## src/rtl/counter_pkg.sv

```systemverilog
// Shared definitions for the up/down counter family: direction encodings,
// the next-count result record, and the wrap/clamp rules as pure functions.
// The SAT behaviour used by UPDOWN_COUNTER_SAT_EN is expressed here through
// the sat argument; the default build ties that argument low.
package counter_pkg;

   localparam logic CNT_UP = 1'b1;
   localparam logic CNT_DN = 1'b0;

   // Next-count result. Values are carried at 32 bits so one function serves
   // every counter width; callers keep only their low WIDTH bits.
   typedef struct packed {
      logic [31:0] val;
      logic        wrap;
      logic        blocked;
   } cnt_next_t;

   // One counting step modulo max+1. With sat set, the boundary holds
   // instead of wrapping and the step is reported as blocked.
   function automatic cnt_next_t cnt_next(input logic [31:0] cur,
                                          input logic [31:0] max,
                                          input logic        dir,
                                          input logic        sat);
      cnt_next_t r;
      r.val     = cur;
      r.wrap    = 1'b0;
      r.blocked = 1'b0;
      if (dir == CNT_UP) begin
         if (cur >= max) begin
            if (sat) begin
               r.val     = max;
               r.blocked = 1'b1;
            end else begin
               r.val  = 32'd0;
               r.wrap = 1'b1;
            end
         end else begin
            r.val = cur + 32'd1;
         end
      end else begin
         if (cur == 32'd0) begin
            if (sat) begin
               r.val     = 32'd0;
               r.blocked = 1'b1;
            end else begin
               r.val  = max;
               r.wrap = 1'b1;
            end
         end else begin
            r.val = cur - 32'd1;
         end
      end
      return r;
   endfunction

   // Parallel-load values above the terminal count are clamped to it.
   function automatic logic [31:0] cnt_clamp(input logic [31:0] v,
                                             input logic [31:0] max);
      return (v > max) ? max : v;
   endfunction

endpackage

```

## src/rtl/updown_counter_next.sv

```systemverilog
// Combinational next-state helper for updown_counter_param: computes the
// counted value with its wrap / blocked flags and the clamped load value.
// Holds no state; all registers live in the top module.
module updown_counter_next
   import counter_pkg::*;
#(
   parameter int unsigned      WIDTH = 4,
   parameter logic [WIDTH-1:0] MAX   = {WIDTH{1'b1}}
) (
   input  logic [WIDTH-1:0] q_i,
   input  logic             up_dn_i,
   input  logic             sat_i,
   input  logic [WIDTH-1:0] load_val_i,
   output logic [WIDTH-1:0] q_nxt_o,
   output logic             wrap_o,
   output logic             block_o,
   output logic [WIDTH-1:0] load_nxt_o
);

   cnt_next_t   step;
   logic [31:0] load_ext;
   logic        unused_hi;

   // Evaluate the shared counting and clamping rules at 32 bits.
   always_comb begin
      step     = cnt_next(32'(q_i), 32'(MAX), up_dn_i, sat_i);
      load_ext = cnt_clamp(32'(load_val_i), 32'(MAX));
   end

   assign q_nxt_o    = step.val[WIDTH-1:0];
   assign wrap_o     = step.wrap;
   assign block_o    = step.blocked;
   assign load_nxt_o = load_ext[WIDTH-1:0];

   // Upper bits are always zero since both inputs are below 2**WIDTH.
   assign unused_hi  = ^{step.val, load_ext};

endmodule

```

## src/rtl/updown_counter_param.sv

```systemverilog
// Parameterised modulo-(MAX+1) up/down counter with synchronous load,
// registered one-cycle wrap pulse (tc) and sticky wrap flag (ovf).
// Optional feature macro: UPDOWN_COUNTER_SAT_EN adds a sat input that makes
// the count stop at the boundary instead of wrapping.
module updown_counter_param
   import counter_pkg::*;
#(
   parameter int unsigned      WIDTH = 4,
   parameter logic [WIDTH-1:0] MAX   = {WIDTH{1'b1}}
) (
   input  logic             clk,
   input  logic             reset_n,
   input  logic             en,
   input  logic             up_dn,
   input  logic             load,
   input  logic [WIDTH-1:0] load_val,
   input  logic             ovf_clr,
`ifdef UPDOWN_COUNTER_SAT_EN
   input  logic             sat,
`endif
   output logic [WIDTH-1:0] q,
   output logic             tc,
   output logic             ovf
);

   logic [WIDTH-1:0] cnt_q, cnt_d;
   logic             tc_q, tc_d;
   logic             ovf_q, ovf_d;
   logic             blk_q, blk_d;   // previous edge was a boundary-blocked count

   logic [WIDTH-1:0] q_nxt;
   logic [WIDTH-1:0] load_nxt;
   logic             wrap;
   logic             block;
   logic             sat_w;

`ifdef UPDOWN_COUNTER_SAT_EN
   assign sat_w = sat;
`else
   assign sat_w = 1'b0;
`endif

   updown_counter_next #(
      .WIDTH (WIDTH),
      .MAX   (MAX)
   ) u_next (
      .q_i        (cnt_q),
      .up_dn_i    (up_dn),
      .sat_i      (sat_w),
      .load_val_i (load_val),
      .q_nxt_o    (q_nxt),
      .wrap_o     (wrap),
      .block_o    (block),
      .load_nxt_o (load_nxt)
   );

   // Next state: load beats count; wrap or first blocked step pulses tc,
   // and a wrap/block sets ovf even when ovf_clr is asserted on that edge.
   always_comb begin
      cnt_d = cnt_q;
      tc_d  = 1'b0;
      ovf_d = ovf_q & ~ovf_clr;
      blk_d = 1'b0;
      if (load) begin
         cnt_d = load_nxt;
      end else if (en) begin
         cnt_d = q_nxt;
         blk_d = block;
         if (wrap) begin
            tc_d  = 1'b1;
            ovf_d = 1'b1;
         end
         if (block) begin
            tc_d  = ~blk_q;
            ovf_d = 1'b1;
         end
      end
   end

   // State registers, cleared asynchronously so reset discards any pending step.
   always_ff @(posedge clk or negedge reset_n) begin
      if (!reset_n) begin
         cnt_q <= '0;
         tc_q  <= 1'b0;
         ovf_q <= 1'b0;
         blk_q <= 1'b0;
      end else begin
         cnt_q <= cnt_d;
         tc_q  <= tc_d;
         ovf_q <= ovf_d;
         blk_q <= blk_d;
      end
   end

   assign q   = cnt_q;
   assign tc  = tc_q;
   assign ovf = ovf_q;

endmodule

```

## config.mk

```make
export PLATFORM = sky130hd
export DESIGN_NAME = updown_counter_param
export DESIGN_NICKNAME = d
export VERILOG_FILES = /design/src/rtl/counter_pkg.sv /design/src/rtl/updown_counter_next.sv /design/src/rtl/updown_counter_param.sv
export SDC_FILE = /design/constraint.sdc
export NUM_CORES = 1
export LEC_CHECK = 0
export BUFFER_PORTS_ARGS = -buffer_cell sky130_fd_sc_hd__buf_2
export CAP_MARGIN = 5
export CELL_PAD_IN_SITES_DETAIL_PLACEMENT = 1
export CELL_PAD_IN_SITES_GLOBAL_PLACEMENT = 1
export CORE_AREA = 2 2 43 45
export CTS_BUF_LIST = sky130_fd_sc_hd__clkbuf_4 sky130_fd_sc_hd__clkbuf_8
export CTS_CLUSTER_SIZE = 14
export DETAILED_ROUTE_END_ITERATION = 12
export DIE_AREA = 0 0 45 47
export PLACE_DENSITY_LB_ADDON = 0.1
export REMOVE_ABC_BUFFERS = 1
export SLEW_MARGIN = 20
export SYNTH_ARGS = -nofsm -noshare
export SYNTH_HDL_FRONTEND = slang
export SYNTH_HIERARCHICAL = 1
export SYNTH_SLANG_ARGS = --single-unit
```

## constraint.sdc

```tcl
create_clock -name clk -period 3.25 [get_ports clk]
set_input_delay 0 -clock clk [delete_from_list [all_inputs] [get_ports clk]]
set_output_delay 0 -clock clk [all_outputs]
set_load 0.005 [all_outputs]
```

Word-level counts from Yosys, hierarchy flattened --
Index checks and enable logic that the tools add are counted.
Word-level totals: word-level logic and storage cells 29, input port bits 10, output and inout port bits 6, flip-flop bits (word level) 7
Cells by class: reduce and logical (&&, ||, !) cells 2, bitwise operators 3, magnitude comparators 1, muxes and demuxes 17, add/subtract/negate cells 2
Operators with widths (count):
- 4-bit 2-to-1 mux | 4
- 1-bit 2-to-1 mux | 10
- 6-bit 2-to-1 mux | 1
- 4-bit by 1-bit adder with 4-bit output, second input constant | 1
- 4-bit >= comparator, second input constant | 1
- 4-bit zero test | 1
- 2-bit 2-to-1 mux | 2
- 4-bit by 1-bit subtractor with 4-bit output, second input constant | 1
- 1-bit inverter | 2
- 2-bit nonzero test | 1
- 1-bit bitwise AND | 1

Depth between registers and ports, before layout --
depth after elaboration 7, depth in mapped cells 8, depth with buffers taken out 8

Modules after synthesis --
Netlist, hierarchy kept.
Modules (own cells, without submodules):
- updown_counter_param | seq. area each 175.2 um2, area each 324.1 um2, times used 1, cells an instance 29
- updown_counter_next | seq. area each 0.0 um2, area each 317.8 um2, times used 1, cells an instance 50

Worst setup path before layout --
No wires, ideal clock.
kind flip-flop to flip-flop, from register cnt_q[0], in the netlist q[0], to register cnt_q[1], in the netlist q[1], stages on the path, launching flop included 9, required time 3167 ps, data arrival time 1653 ps, buffers on the path 0, path slack 1514 ps, library setup time 83 ps, period minus slack after synthesis 1736 ps, path through dfrtp_1 -> inv_1 -> ha_1 -> or3b_4 -> o2bb2ai_1 -> a22oi_1 -> o21a_1 -> mux2i_1 -> o21ai_0
Between the ends: longest elaborated chain between the ends 5, elaborated cells between the ends (all ways) 9, those cells by class add/sub: 2; order compare: 1; mux: 5; reduce/logical: 1
RTL lines:
- start: declaration | RTL line updown_counter_param.sv:26 | logic [WIDTH-1:0] cnt_q, cnt_d;
- start signal: assignment | RTL line updown_counter_param.sv:88 | cnt_q <= cnt_d;
- 4-bit by 1-bit subtractor with 4-bit output (tied with other cells) | RTL line counter_pkg.sv:50 | r.val = cur - 32'd1;
- 4-bit 2-to-1 mux, on equally long branches | RTL line counter_pkg.sv:41, counter_pkg.sv:29
- 6-bit 2-to-1 mux * | RTL line counter_pkg.sv:28 | if (dir == CNT_UP) begin
- net q_nxt[1] | RTL line updown_counter_param.sv:31 | logic [WIDTH-1:0] q_nxt;
- 4-bit 2-to-1 mux * | RTL line updown_counter_param.sv:66 | end else if (en) begin
- 4-bit 2-to-1 mux * | RTL line updown_counter_param.sv:64 | if (load) begin
Mark *: on every way through the listed nets, which the timed path passes. The rest lies on a longest branch. The select of a mux whose other input is x is not followed. A chain may end at the register's enable or synchronous reset.

Final worst setup path --
from register cnt_q[0], in the netlist q[0], to register cnt_q[3], in the netlist q[3]
The elaborated chain is that of the path after synthesis.

==> reports/qor.yml <==
layout:
  fillers: 219
  fin_nets: 107
  syn2layout_area_growth_pct: 16.8
  final_cells: 111
  drive_above_1_share_pct: 25.5
  final_util_pct: 45.4
  n_antenna_cell: 0
clock_network:
  htree_levels: 1
  path_clk_slew_ns: 0.05
  clockBufferDepth: 2
  cts_sinks: 7
  clk_latency_ns: 0.25
  clock-root-buffer: "clkbuf_4"
  numCtsBuffers: 3
  cts_tree: "yes"
critical_path:
  timing.rr.end: "q[3]$_DFFE_PN0P_"
  worstSetupStartpointType: "register"
  reg2reg_from: "q[0]$_DFFE_PN0P_"
  path_max_fanout: 10
  crit_end: "q[3]$_DFFE_PN0P_"
  endpoint_kind: "register"
  worstPathRequired_ns: 3.37
  arrival_ns: 2.09
  rrSetupSlack_ns: 1.28
  rr_worst_depth: 7
  crit_start: "q[0]$_DFFE_PN0P_"
  critPathKind: "reg -> reg"
pwr:
  seqPwrFrac_pct: 37.7
  p_leak_uw: 0.000359
  power.density_nw_per_um2: 397
  clock_power_share_pct: 28.6
  internal_power_uw: 201
  irDropWorstVdd_v: 0.000216
  power_frac_comb_pct: 33.7
  p_sw_uw: 96.7
  switching_share_pct: 32.5
synthesis:
  ys_ff_latch: 7
  yosysTopAreaCell: "dfrtp_1"
  netlist.area_leader.share_pct: 27.3
  async_flop_share_pct: 100
  synth_common_cells: "7 x dfrtp_1, 7 x inv_1, 7 x nand2_1, 6 x mux2i_1, 6 x o21ai_0"
  syn_inst: 79
  yosysUniqueCellTypes: 30
  ys_warn_count: 6
  ys_seq_area_share_pct: 27.3
  synth_ff_type: "dfrtp_1"
  synth_area_um2: 642
  synth-edff-count: 0
  syn_area_per_cell_um2: 8.12
  synth.area.top_cells: "dfrtp_1 27%, mux2i_1 9.4%, buf_6 5.3%, o21ai_0 4.7%, buf_4 4.7%"
floorplan:
  start_util_pct: 38.9
  die_width_um: 45
  row_count: 15
  fp.dieH_um: 47
  io_pins: 16
  placeableCoreArea_um2: 1650
  die_area_um2: 2120
sta:
  setup_viol: 0
  finalCritPeriodShare_pct: 60.5
  worst_clock_skew_ns: 0.00267
  timing.hold.ws_ns: 0.0334
  max_freq_ghz: 0.508
  fin_tns_setup_ns: 0
  rsz0062_at_grt: "false"
  final-max-slew-violation-count: 0
  min_period_ns: 1.97
  setup_ws_ns: 1.28
  hold_violations: 0
place:
  portBuffers: 15
  dp_cells: 101
  gp_congestion: 0.774
  dpl.hpwl_um: 1020
  place_ws_ns: 1.28
routing:
  dr.max_layer_used: "met3"
  wl_met1_um: 653
  drt_pass1_iterations: 4
  postRouteWirelength_um: 1360
  drtAntennaViolNets: 0
  route.detailed.wl_per_inst_um: 12.2
  route.met2.wl_um: 660
  avgViaCountPerCell: 5.11
  drc: 0
  drtIter0Drc: 6
  dr_total_vias: 567
  dr_wl_met3_um: 41
grt:
  grt_first_pass_wirelength_um: 2230
  grt_overflow: 0
  grt_pass1_vias: 524
  grt_start_max_net_pins: 14
  grt_usage_pct: 14.3
  antenna_found_initial: 0
min_path:
  hold_path.class: "in -> reg"
run:
  max_cap_viol_count: 0
run_status:
  outcome: "finished, final reports clean"
[cell type report]
type | count | area [µm²] | area share (%)
clock buffer | 4 | 30.0 | 4.01
inverter | 7 | 26.3 | 3.51
multi-input combinational | 55 | 362 | 48.2
sequential | 7 | 175 | 23.4
tap | 17 | 21.3 | 2.84
timing repair buffer | 21 | 135 | 18.0
[placed cells by master (no fill, tap or decap), drive strengths merged, types with 2 or more instances in the layout]
master	netlist	layout
nand3	4	4
o21ai	7	7
ha	2	2
dlygate4sd3	0	6
nand4	2	2
clkbuf	0	4
a21oi	4	4
nor2	5	5
nand2	7	7
dfrtp	7	7
nor3	2	2
inv	7	7
nand2b	2	2
buf	10	15
a31oi	2	2
mux2i	6	6
[metrics by stage]
stage / cell area (µm²) / total power, µW
finish: 749 / 298
global route: 749 / 320
global placement: 659 / 208
detailed placement: 659 / 209
CTS: 749 / 303
floorplan: 563 / 175
[metal layers]
layer	global-route usage (%)	up-vias
li1	-	298
met1	18.8	257
met2	23.7	12
met3	1.15	0
met4	7.06	0
met5	0	-
[repair_timing]
item                      CTS  global route
buffers inserted            0             0
hold endpoints to repair   12             0
hold buffers                6             0
resized for setup           0             0
[worst min-delay path by stage]
stage | depth (start not counted) | start | endpoint
floorplan | 0 | reset_n | blk_q$_DFF_PN0_
global placement | 1 | reset_n | q[2]$_DFFE_PN0P_
detailed placement | 1 | reset_n | q[2]$_DFFE_PN0P_
CTS | 2 | load | q[0]$_DFFE_PN0P_
global route | 2 | load | q[0]$_DFFE_PN0P_
finish | 2 | load | q[0]$_DFFE_PN0P_
[cells by family after synthesis]
logic type | after synthesis | synth area share, %
buffers and inverters | 17 | 16.4
adders and majority gates | 2 | 3.90
DFF | 7 | 27.3
and+or+nand+nor | 25 | 20.9
muxes | 7 | 11.1
other | 1 | 0.584
AOI/OAI and AO/OA | 20 | 19.9
[registers in the layout, indices dropped and copies added (netlist names)]
register,cells
blk_q,1
q,4
ovf,1
tc,1
[power by group through the flow]
stage | logic, µW | registers, µW | clock network [µW]
floorplan | 63.9 | 111 | 0
global route | 113 | 116 | 91.3
detailed placement | 94.6 | 115 | 0
CTS | 101 | 113 | 89.1
finish | 100 | 112 | 85.3
global placement | 93.6 | 115 | 0
[critical path: stages (launching register included)]
cell and delay (ns):
dfrtp_1 0.49, ha_1 0.31, a21oi_1 0.06, o21ai_0 0.24, a31oi_1 0.12, or3_1 0.39, mux2i_1 0.15, o21ai_0 0.09
(Power assumes the default switching activity.)
